<file path="config.mk">
export PLATFORM = sky130hd
export DESIGN_NAME = tqvp_jnms_pdm_tx_flat
export DESIGN_NICKNAME = d
export VERILOG_FILES = /design/src/rtl/tqvp_jnms_pdm_tx_if.sv /design/src/rtl/tqvp_jnms_pdm_tx.sv /design/src/flat_wrapper.sv
export SDC_FILE = /design/constraint.sdc
export NUM_CORES = 1
export LEC_CHECK = 0
export ABC_AREA = 1
export BUFFER_PORTS_ARGS = -buffer_cell sky130_fd_sc_hd__buf_2
export CORE_ASPECT_RATIO = 1.1
export CORE_MARGIN = 3
export CORE_UTILIZATION = 58
export CTS_BUF_LIST = sky130_fd_sc_hd__clkbuf_16
export CTS_CLUSTER_SIZE = 24
export DETAILED_ROUTE_END_ITERATION = 10
export PLACE_DENSITY = 0.85
export SYNTH_ARGS = -nofsm -noshare
export SYNTH_HDL_FRONTEND = slang
export SYNTH_SLANG_ARGS = --single-unit
</file>
<file path="constraint.sdc">
create_clock -name clk -period 6.3 [get_ports clk]
set_input_delay 0.945 -clock clk [delete_from_list [all_inputs] [get_ports clk]]
set_output_delay 0.945 -clock clk [all_outputs]
set_load 0.03 [all_outputs]
</file>
<file path="src/rtl/tqvp_jnms_pdm_tx_if.sv">
// TinyQV peripheral register bus: address/data/strobes from the CPU, read data back.
interface tqvp_jnms_pdm_tx_if;
  logic [5:0]  address;
  logic [31:0] data_in;
  logic [1:0]  data_write_n;
  logic [1:0]  data_read_n;
  logic [31:0] data_out;
  logic        data_ready;

  modport master (
    output address, data_in, data_write_n, data_read_n,
    input  data_out, data_ready
  );

  modport slave (
    input  address, data_in, data_write_n, data_read_n,
    output data_out, data_ready
  );
endinterface

</file>
<file path="src/rtl/tqvp_jnms_pdm_tx.sv">
// PDM transmitter: PCM samples from a small FIFO are turned into a 1-bit stream
// by a first-order sigma-delta modulator, clocked out with a programmable pdm_clk.
module tqvp_jnms_pdm_tx #(
  parameter int unsigned FIFO_DEPTH = 4,
  parameter int unsigned SAMPLE_W   = 16
) (
  input  logic                     clk,
  input  logic                     rst_n,
  input  logic [7:0]               ui_in,
  output logic [7:0]               uo_out,
  tqvp_jnms_pdm_tx_if.slave        bus,
  output logic                     user_interrupt
);

  localparam int unsigned PTR_W = (FIFO_DEPTH > 1) ? $clog2(FIFO_DEPTH) : 1;
  localparam int unsigned LVL_W = $clog2(FIFO_DEPTH + 1);
  localparam int unsigned ACC_W = SAMPLE_W + 1;

  localparam logic [0:0] IDLE = 1'b0;
  localparam logic [0:0] RUN  = 1'b1;

  logic [0:0]          state, state_next;
  logic                strobe;
  logic                en, irq_en;
  logic [7:0]          div, osr;
  logic [SAMPLE_W-1:0] mem [FIFO_DEPTH];
  logic [PTR_W-1:0]    rd_ptr, wr_ptr;
  logic [LVL_W-1:0]    level;
  logic                ovf, udr;
  logic [SAMPLE_W-1:0] cur;
  logic [ACC_W-1:0]    acc;
  logic [7:0]          bitcnt, phase;
  logic                pdm_clk, pdm_data;

  // Bus decode
  logic wr_any, wr_ctrl, wr_clr, push_req, flush;
  logic lane1, lane2;
  assign wr_any   = (bus.data_write_n != 2'b11);
  assign lane1    = (bus.data_write_n == 2'b01) || (bus.data_write_n == 2'b10);
  assign lane2    = (bus.data_write_n == 2'b10);
  assign wr_ctrl  = wr_any && (bus.address == 6'h00);
  assign push_req = lane1  && (bus.address == 6'h04);
  assign wr_clr   = wr_any && (bus.address == 6'h08);
  assign flush    = wr_clr && bus.data_in[2];

  // FIFO handshake against pre-cycle state; flush overrides a same-cycle push
  logic empty, full, need, pop, push, underrun, ovf_set;
  assign empty    = (level == '0);
  assign full     = (level == LVL_W'(FIFO_DEPTH));
  assign need     = strobe && (bitcnt == 8'd0);
  assign pop      = need && !empty;
  assign underrun = need && empty;
  assign push     = push_req && !flush && (!full || pop);
  assign ovf_set  = push_req && !flush && full && !pop;

  logic [SAMPLE_W-1:0] used, u;
  logic [ACC_W-1:0]    sum;
  assign used = pop ? mem[rd_ptr] : cur;
  assign u    = used ^ {1'b1, {(SAMPLE_W-1){1'b0}}};
  assign sum  = {1'b0, acc[SAMPLE_W-1:0]} + {1'b0, u};

  always_ff @(posedge clk) begin
    if (!rst_n) state <= IDLE;
    else        state <= state_next;
  end

  // Next state; a strobe fires on start-up and on every pdm_clk falling edge
  always_comb begin
    state_next = state;
    strobe     = 1'b0;
    case (state)
      IDLE: begin
        if (en) begin
          state_next = RUN;
          strobe     = 1'b1;
        end
      end
      RUN: begin
        if (!en)                          state_next = IDLE;
        else if ((phase == div) && pdm_clk) strobe   = 1'b1;
      end
      default: state_next = IDLE;
    endcase
  end

  always_ff @(posedge clk) begin
    if (push) mem[wr_ptr] <= bus.data_in[SAMPLE_W-1:0];
  end

  always_ff @(posedge clk) begin
    if (!rst_n) begin
      en <= 1'b0; irq_en <= 1'b0; div <= 8'd0; osr <= 8'd0;
      rd_ptr <= '0; wr_ptr <= '0; level <= '0;
      ovf <= 1'b0; udr <= 1'b0; cur <= '0; acc <= '0;
      bitcnt <= 8'd0; phase <= 8'd0; pdm_clk <= 1'b0; pdm_data <= 1'b0;
      user_interrupt <= 1'b0;
    end else begin
      if (wr_ctrl) begin
        en     <= bus.data_in[0];
        irq_en <= bus.data_in[1];
        if (lane1) div <= bus.data_in[15:8];
        if (lane2) osr <= bus.data_in[23:16];
      end

      if (flush) begin
        level <= '0; rd_ptr <= '0; wr_ptr <= '0;
      end else begin
        if (push) wr_ptr <= wr_ptr + PTR_W'(1);
        if (pop)  rd_ptr <= rd_ptr + PTR_W'(1);
        if (push && !pop)      level <= level + LVL_W'(1);
        else if (pop && !push) level <= level - LVL_W'(1);
      end

      // Set wins over a same-cycle software clear
      if (ovf_set)                     ovf <= 1'b1;
      else if (wr_clr && bus.data_in[0]) ovf <= 1'b0;
      if (underrun)                    udr <= 1'b1;
      else if (wr_clr && bus.data_in[1]) udr <= 1'b0;

      if (pop) cur <= mem[rd_ptr];

      if (state_next == IDLE) begin
        phase <= 8'd0; pdm_clk <= 1'b0; pdm_data <= 1'b0;
        acc <= '0; bitcnt <= 8'd0;
      end else begin
        if (state == RUN) begin
          if (phase == div) begin
            phase   <= 8'd0;
            pdm_clk <= ~pdm_clk;
          end else begin
            phase <= phase + 8'd1;
          end
        end
        if (strobe) begin
          acc      <= sum;
          pdm_data <= sum[SAMPLE_W];
          bitcnt   <= (bitcnt == osr) ? 8'd0 : bitcnt + 8'd1;
        end
      end

      user_interrupt <= irq_en && en && (level <= LVL_W'(FIFO_DEPTH / 2));
    end
  end

  assign uo_out         = {5'b0, pdm_data, pdm_clk, 1'b0};
  assign bus.data_ready = 1'b1;

  // Read mux, combinational on address
  logic [31:0] rdata;
  always_comb begin
    rdata = '0;
    case (bus.address)
      6'h00:   rdata = {8'h00, osr, div, 6'h00, irq_en, en};
      6'h04:   rdata = {20'h0, udr, ovf, full, empty, 5'h00, 3'(level)};
      6'h08:   rdata = {{(32-SAMPLE_W){cur[SAMPLE_W-1]}}, cur};
      default: rdata = '0;
    endcase
  end
  assign bus.data_out = rdata;

  logic unused_ok;
  assign unused_ok = ^{ui_in, bus.data_read_n, bus.data_in, acc[SAMPLE_W]};

endmodule
</file>
<file path="src/flat_wrapper.sv">
// flat-port wrapper written by rule: the top's interface ports become plain ports
module tqvp_jnms_pdm_tx_flat 
#(
  parameter int unsigned FIFO_DEPTH = 4,
  parameter int unsigned SAMPLE_W   = 16
)
  (clk, rst_n, ui_in, uo_out, user_interrupt, bus_address, bus_data_in, bus_data_write_n, bus_data_read_n, bus_data_out, bus_data_ready);
  tqvp_jnms_pdm_tx_if bus_i ();
  input  logic clk;
  input  logic rst_n;
  input  logic [7:0] ui_in;
  output logic [7:0] uo_out;
  output logic user_interrupt;
  input wire logic [$bits(bus_i.address)-1:0] bus_address;
  input wire logic [$bits(bus_i.data_in)-1:0] bus_data_in;
  input wire logic [$bits(bus_i.data_write_n)-1:0] bus_data_write_n;
  input wire logic [$bits(bus_i.data_read_n)-1:0] bus_data_read_n;
  output wire logic [$bits(bus_i.data_out)-1:0] bus_data_out;
  output wire logic [$bits(bus_i.data_ready)-1:0] bus_data_ready;
  assign bus_i.address = bus_address;
  assign bus_i.data_in = bus_data_in;
  assign bus_i.data_write_n = bus_data_write_n;
  assign bus_i.data_read_n = bus_data_read_n;
  assign bus_data_out = bus_i.data_out;
  assign bus_data_ready = bus_i.data_ready;
  tqvp_jnms_pdm_tx #(.FIFO_DEPTH(FIFO_DEPTH), .SAMPLE_W(SAMPLE_W)) u_core (.clk(clk), .rst_n(rst_n), .ui_in(ui_in), .uo_out(uo_out), .bus(bus_i), .user_interrupt(user_interrupt));
endmodule
</file>
==> impl_metrics.prom <==
# TYPE chip_impl_metric gauge
chip_impl_metric{name="clock_path_buffers",unit=""} 2
chip_impl_metric{name="instances_no_fill",unit=""} 1032
chip_impl_metric{name="fin_crit",unit="ns"} 4.11
chip_impl_metric{name="hold_viol_final",unit=""} 0
chip_impl_info{name="cts_tree",value="done"} 1
chip_impl_info{name="synth_top_area_cell",value="edfxtp_1"} 1
chip_impl_metric{name="post-route-period-util",unit=""} 0.653
chip_impl_info{name="critical_path_class",value="input port to output pin"} 1
chip_impl_info{name="cts_root_buffer",value="clkbuf_16"} 1
chip_impl_metric{name="synth-seq-area-share",unit=""} 0.496
chip_impl_metric{name="yosys.area_share.simple",unit=""} 0.180
chip_impl_metric{name="critical-path-max-stage-delay",unit="ns"} 0.50
chip_impl_metric{name="cp_max_fo",unit=""} 16
chip_impl_info{name="cpMaxStageDelayCell",value="nor2_1"} 1
chip_impl_metric{name="drcViolationCount",unit=""} 0
chip_impl_metric{name="global_route.usage.total",unit=""} 0.238
chip_impl_metric{name="worst_ir_drop_vdd",unit="mV"} 0.251
chip_impl_metric{name="synth-xor-area-share",unit=""} 0.0429
chip_impl_metric{name="post-cts-setup-buffers",unit=""} 0
chip_impl_metric{name="placement.io_buffers",unit=""} 68
chip_impl_metric{name="post_synthesis_area_per_instance",unit="um^2"} 8.76
chip_impl_metric{name="first_global_vias",unit=""} 5502
chip_impl_metric{name="netlist-cell-type-count",unit=""} 44
chip_impl_metric{name="grt_max_degree",unit=""} 38
chip_impl_metric{name="power.static_leakage",unit="uW"} 0.00350
chip_impl_metric{name="maxCapViolations",unit=""} 0
chip_impl_metric{name="clock_skew",unit="ns"} 0.00796
chip_impl_metric{name="stdcell_area",unit="um^2"} 8090
chip_impl_metric{name="routed_wirelength_normalized_by_instance_count",unit="um"} 15.5
chip_impl_metric{name="timing.fmax",unit="MHz"} 243
chip_impl_metric{name="die_width",unit="um"} 112
chip_impl_metric{name="grt_antenna_before_repair",unit=""} 0
chip_impl_metric{name="timing.setup.tns",unit="ns"} 0
chip_impl_metric{name="timing.slew.headroom",unit=""} 0.392
chip_impl_metric{name="number_of_clock_sinks_seen_by_cts",unit=""} 145
chip_impl_metric{name="detail_route.vias_per_cell",unit=""} 5.59
chip_impl_metric{name="vias",unit=""} 5764
chip_impl_metric{name="synth-adder-area-share",unit=""} 0.0511
chip_impl_metric{name="dpl_cell_area",unit="um^2"} 7470
chip_impl_metric{name="floorplan.io_pins",unit=""} 94
chip_impl_metric{name="clk-insertion-delay-late",unit="ns"} 0.42
chip_impl_info{name="worstPathCellList",value="buf_2, nor2_1, nand3b_1, nor2_1, inv_1, nor2_1, clkinv_1, o21ai_0, buf_2"} 1
chip_impl_metric{name="die_area",unit="um^2"} 13700
chip_impl_metric{name="place_inst",unit=""} 1001
chip_impl_metric{name="ant_nets",unit=""} 0
chip_impl_info{name="ys_top_cells_by_area",value="edfxtp_1 (27%), dfxtp_1 (23%), nor2_1 (6.5%), o21ai_0 (5.5%), nand2_1 (5.3%)"} 1
chip_impl_metric{name="synth_cells",unit=""} 816
chip_impl_metric{name="synthesis.area",unit="um^2"} 7150
chip_impl_metric{name="synthMuxAreaShare",unit=""} 0.00280
chip_impl_info{name="hold_path_class",value="flop to flop"} 1
chip_impl_info{name="run_status",value="completed"} 1
chip_impl_metric{name="gp_congestion",unit=""} 0.932
chip_impl_metric{name="hpwl",unit="mm"} 10.8
chip_impl_info{name="setup_repair_after_global_routing_missed_its_margin",value="false"} 1
chip_impl_metric{name="floorplan.core_area",unit="um^2"} 11700
chip_impl_metric{name="initial_utilization",unit=""} 0.608
chip_impl_metric{name="synth_top_cell_area_share",unit=""} 0.269
chip_impl_metric{name="finalSetupViolations",unit=""} 0
chip_impl_info{name="cp-end-kind",value="output pin"} 1
chip_impl_info{name="setup.worst_path.start_class",value="input port"} 1
chip_impl_metric{name="cp_data_required_time",unit="ns"} 5.35
chip_impl_metric{name="detail_route.wirelength",unit="mm"} 16.0
chip_impl_metric{name="cts_buffers",unit=""} 17
chip_impl_metric{name="fraction_of_final_layout_cells_with_drive_strength_greater_than_1",unit=""} 0.166
chip_impl_metric{name="area.growth.synth_to_final",unit="%"} 13.2
chip_impl_metric{name="num-nets-final",unit=""} 950
chip_impl_metric{name="antenna-diode-count",unit=""} 0
chip_impl_metric{name="p_total",unit="uW"} 2070
chip_impl_metric{name="die_height",unit="um"} 122
chip_impl_info{name="critical-path-top-cell-by-count",value="nor2_1"} 1
chip_impl_metric{name="synthesis.yosys.warnings",unit=""} 0
chip_impl_info{name="synth_top_family_by_area",value="simple AND/OR/NAND/NOR gates"} 1
chip_impl_metric{name="grt_overflow",unit=""} 0
chip_impl_metric{name="clk_pin_slew_worst_paths",unit="ns"} 0.06
chip_impl_metric{name="cts_htree_levels",unit=""} 4
chip_impl_metric{name="firstDrtPassIters",unit=""} 5
chip_impl_metric{name="ys_seq_elements",unit=""} 145
chip_impl_metric{name="detailedRoute.firstIterationViolations",unit=""} 471
chip_impl_metric{name="slew_viols_final",unit=""} 0
chip_impl_metric{name="synth_compound_area_frac",unit=""} 0.144
chip_impl_metric{name="final.hold.worst_slack",unit="ns"} 0.493
chip_impl_metric{name="cts-resized-gates",unit=""} 0
chip_impl_metric{name="worst-endpoint-arrival",unit="ns"} 3.17
chip_impl_metric{name="pwr_cell_area",unit="nW/um^2"} 256
chip_impl_metric{name="row_count",unit=""} 41
chip_impl_metric{name="holdBufCountCts",unit=""} 0
chip_impl_metric{name="worst-slew-pin-transition",unit="ns"} 0.910
chip_impl_metric{name="grt_first_pass_wirelength",unit="mm"} 25.6
## final timing paths
path / start / to / slack [ns] / cells after the start
setup / recovery: bus_address[5] / bus_data_out[17] / 2.19 / 9
hold / removal: u_core.udr / u_core.udr / 0.49 / 2
setup reg to reg: u_core.div[6] / u_core.pdm_data / 2.41 / 21
hold reg to reg: u_core.udr / u_core.udr / 0.49 / 2
## per-stage QoR
step	setup slack (ns)	utilization
detailed placement	2.19	0.636
global placement	2.27	0.636
finish	2.19	0.689
floorplan	2.41	-
global route	1.91	0.689
CTS	2.19	0.689
## worst max-delay path: cells and delay by family
kind	cells	cell delay, ns
AND/OR/NAND/NOR	4	1.04
buffers and inverters	4	1.02
AO/OA/AOI/OAI	1	0.15
## cell usage after synthesis, drive strengths merged
cell type / count
a2111oi: 1
a211oi: 1
a21o: 4
a21oi: 48
a31oi: 1
buf: 26
clkbuf: 16
clkinv: 3
conb: 2
dfxtp: 81
edfxtp: 64
fa: 2
ha: 26
inv: 87
mux2i: 2
nand2: 110
nand3: 21
nand3b: 5
nand4: 7
nor2: 134
nor3: 11
nor3b: 2
nor4: 1
o211ai: 5
o21ai: 97
o21bai: 1
o221ai: 3
o22ai: 19
o41ai: 1
xnor2: 14
xor2: 21
## state kept, by name, indices dropped and copies added, names as in the netlist, 2 cells and up, named ones only
signal / cells
u_core.mem: 64
u_core.acc: 16
u_core.cur: 16
u_core.bitcnt: 8
u_core.div: 8
u_core.osr: 8
u_core.phase: 8
u_core.level: 3
u_core.rd_ptr: 2
u_core.wr_ptr: 2
## kinds of logic after synthesis
| kind of cell | count (synthesis) |
|---|---|
| mux | 2 |
| flops | 145 |
| fa+ha+maj | 28 |
| simple gates | 291 |
| compound gates | 181 |
| xor+xnor | 35 |
| buf+inv | 132 |
| other cells | 2 |
## power breakdown
group          total (uW)  leakage, uW  switching, uW  internal [uW]
sequential            984      0.00123           1.68            983
clock                1050     0.000288            387            659
combinational        45.0      0.00199           31.5           13.5
total                2070      0.00350            420           1650
## metal layers
layer	vias to the layer above	global-route usage	routed length (um)
met5	-	0	0
met3	41	0.0597	1190
met4	0	0.120	443
li1	2807	-	-
met1	2702	0.285	6480
met2	214	0.399	7840
## cell usage in the layout (no fill, tap or decap), types with 5 or more instances in the layout
cell type,synthesis,routed
nor2_1,124,123
nand2_1,100,100
dfxtp_1,81,81
inv_1,80,80
o21ai_0,79,79
buf_2,6,68
edfxtp_1,64,64
a21oi_1,48,48
ha_1,26,26
xor2_1,21,21
nand3_1,20,20
o22ai_1,19,19
clkbuf_16,0,17
xnor2_1,14,14
o21ai_2,14,14
nor3_1,11,11
nor2_2,8,9
nand2_2,8,8
inv_2,7,7
conb_1,2,7
nand4_1,6,6
nand3b_1,5,5
clkinv_1,2,5
o211ai_1,5,5
## layout make-up
type	count	area, um^2
timing repair buffer	72	370
multi-input combinational	544	3030
sequential	145	3540
fill	846	3660
clock buffer	17	425
tap	150	188
inverter	90	339
clock inverter	14	189
Note: power is estimated with default switching activity, not from simulation.
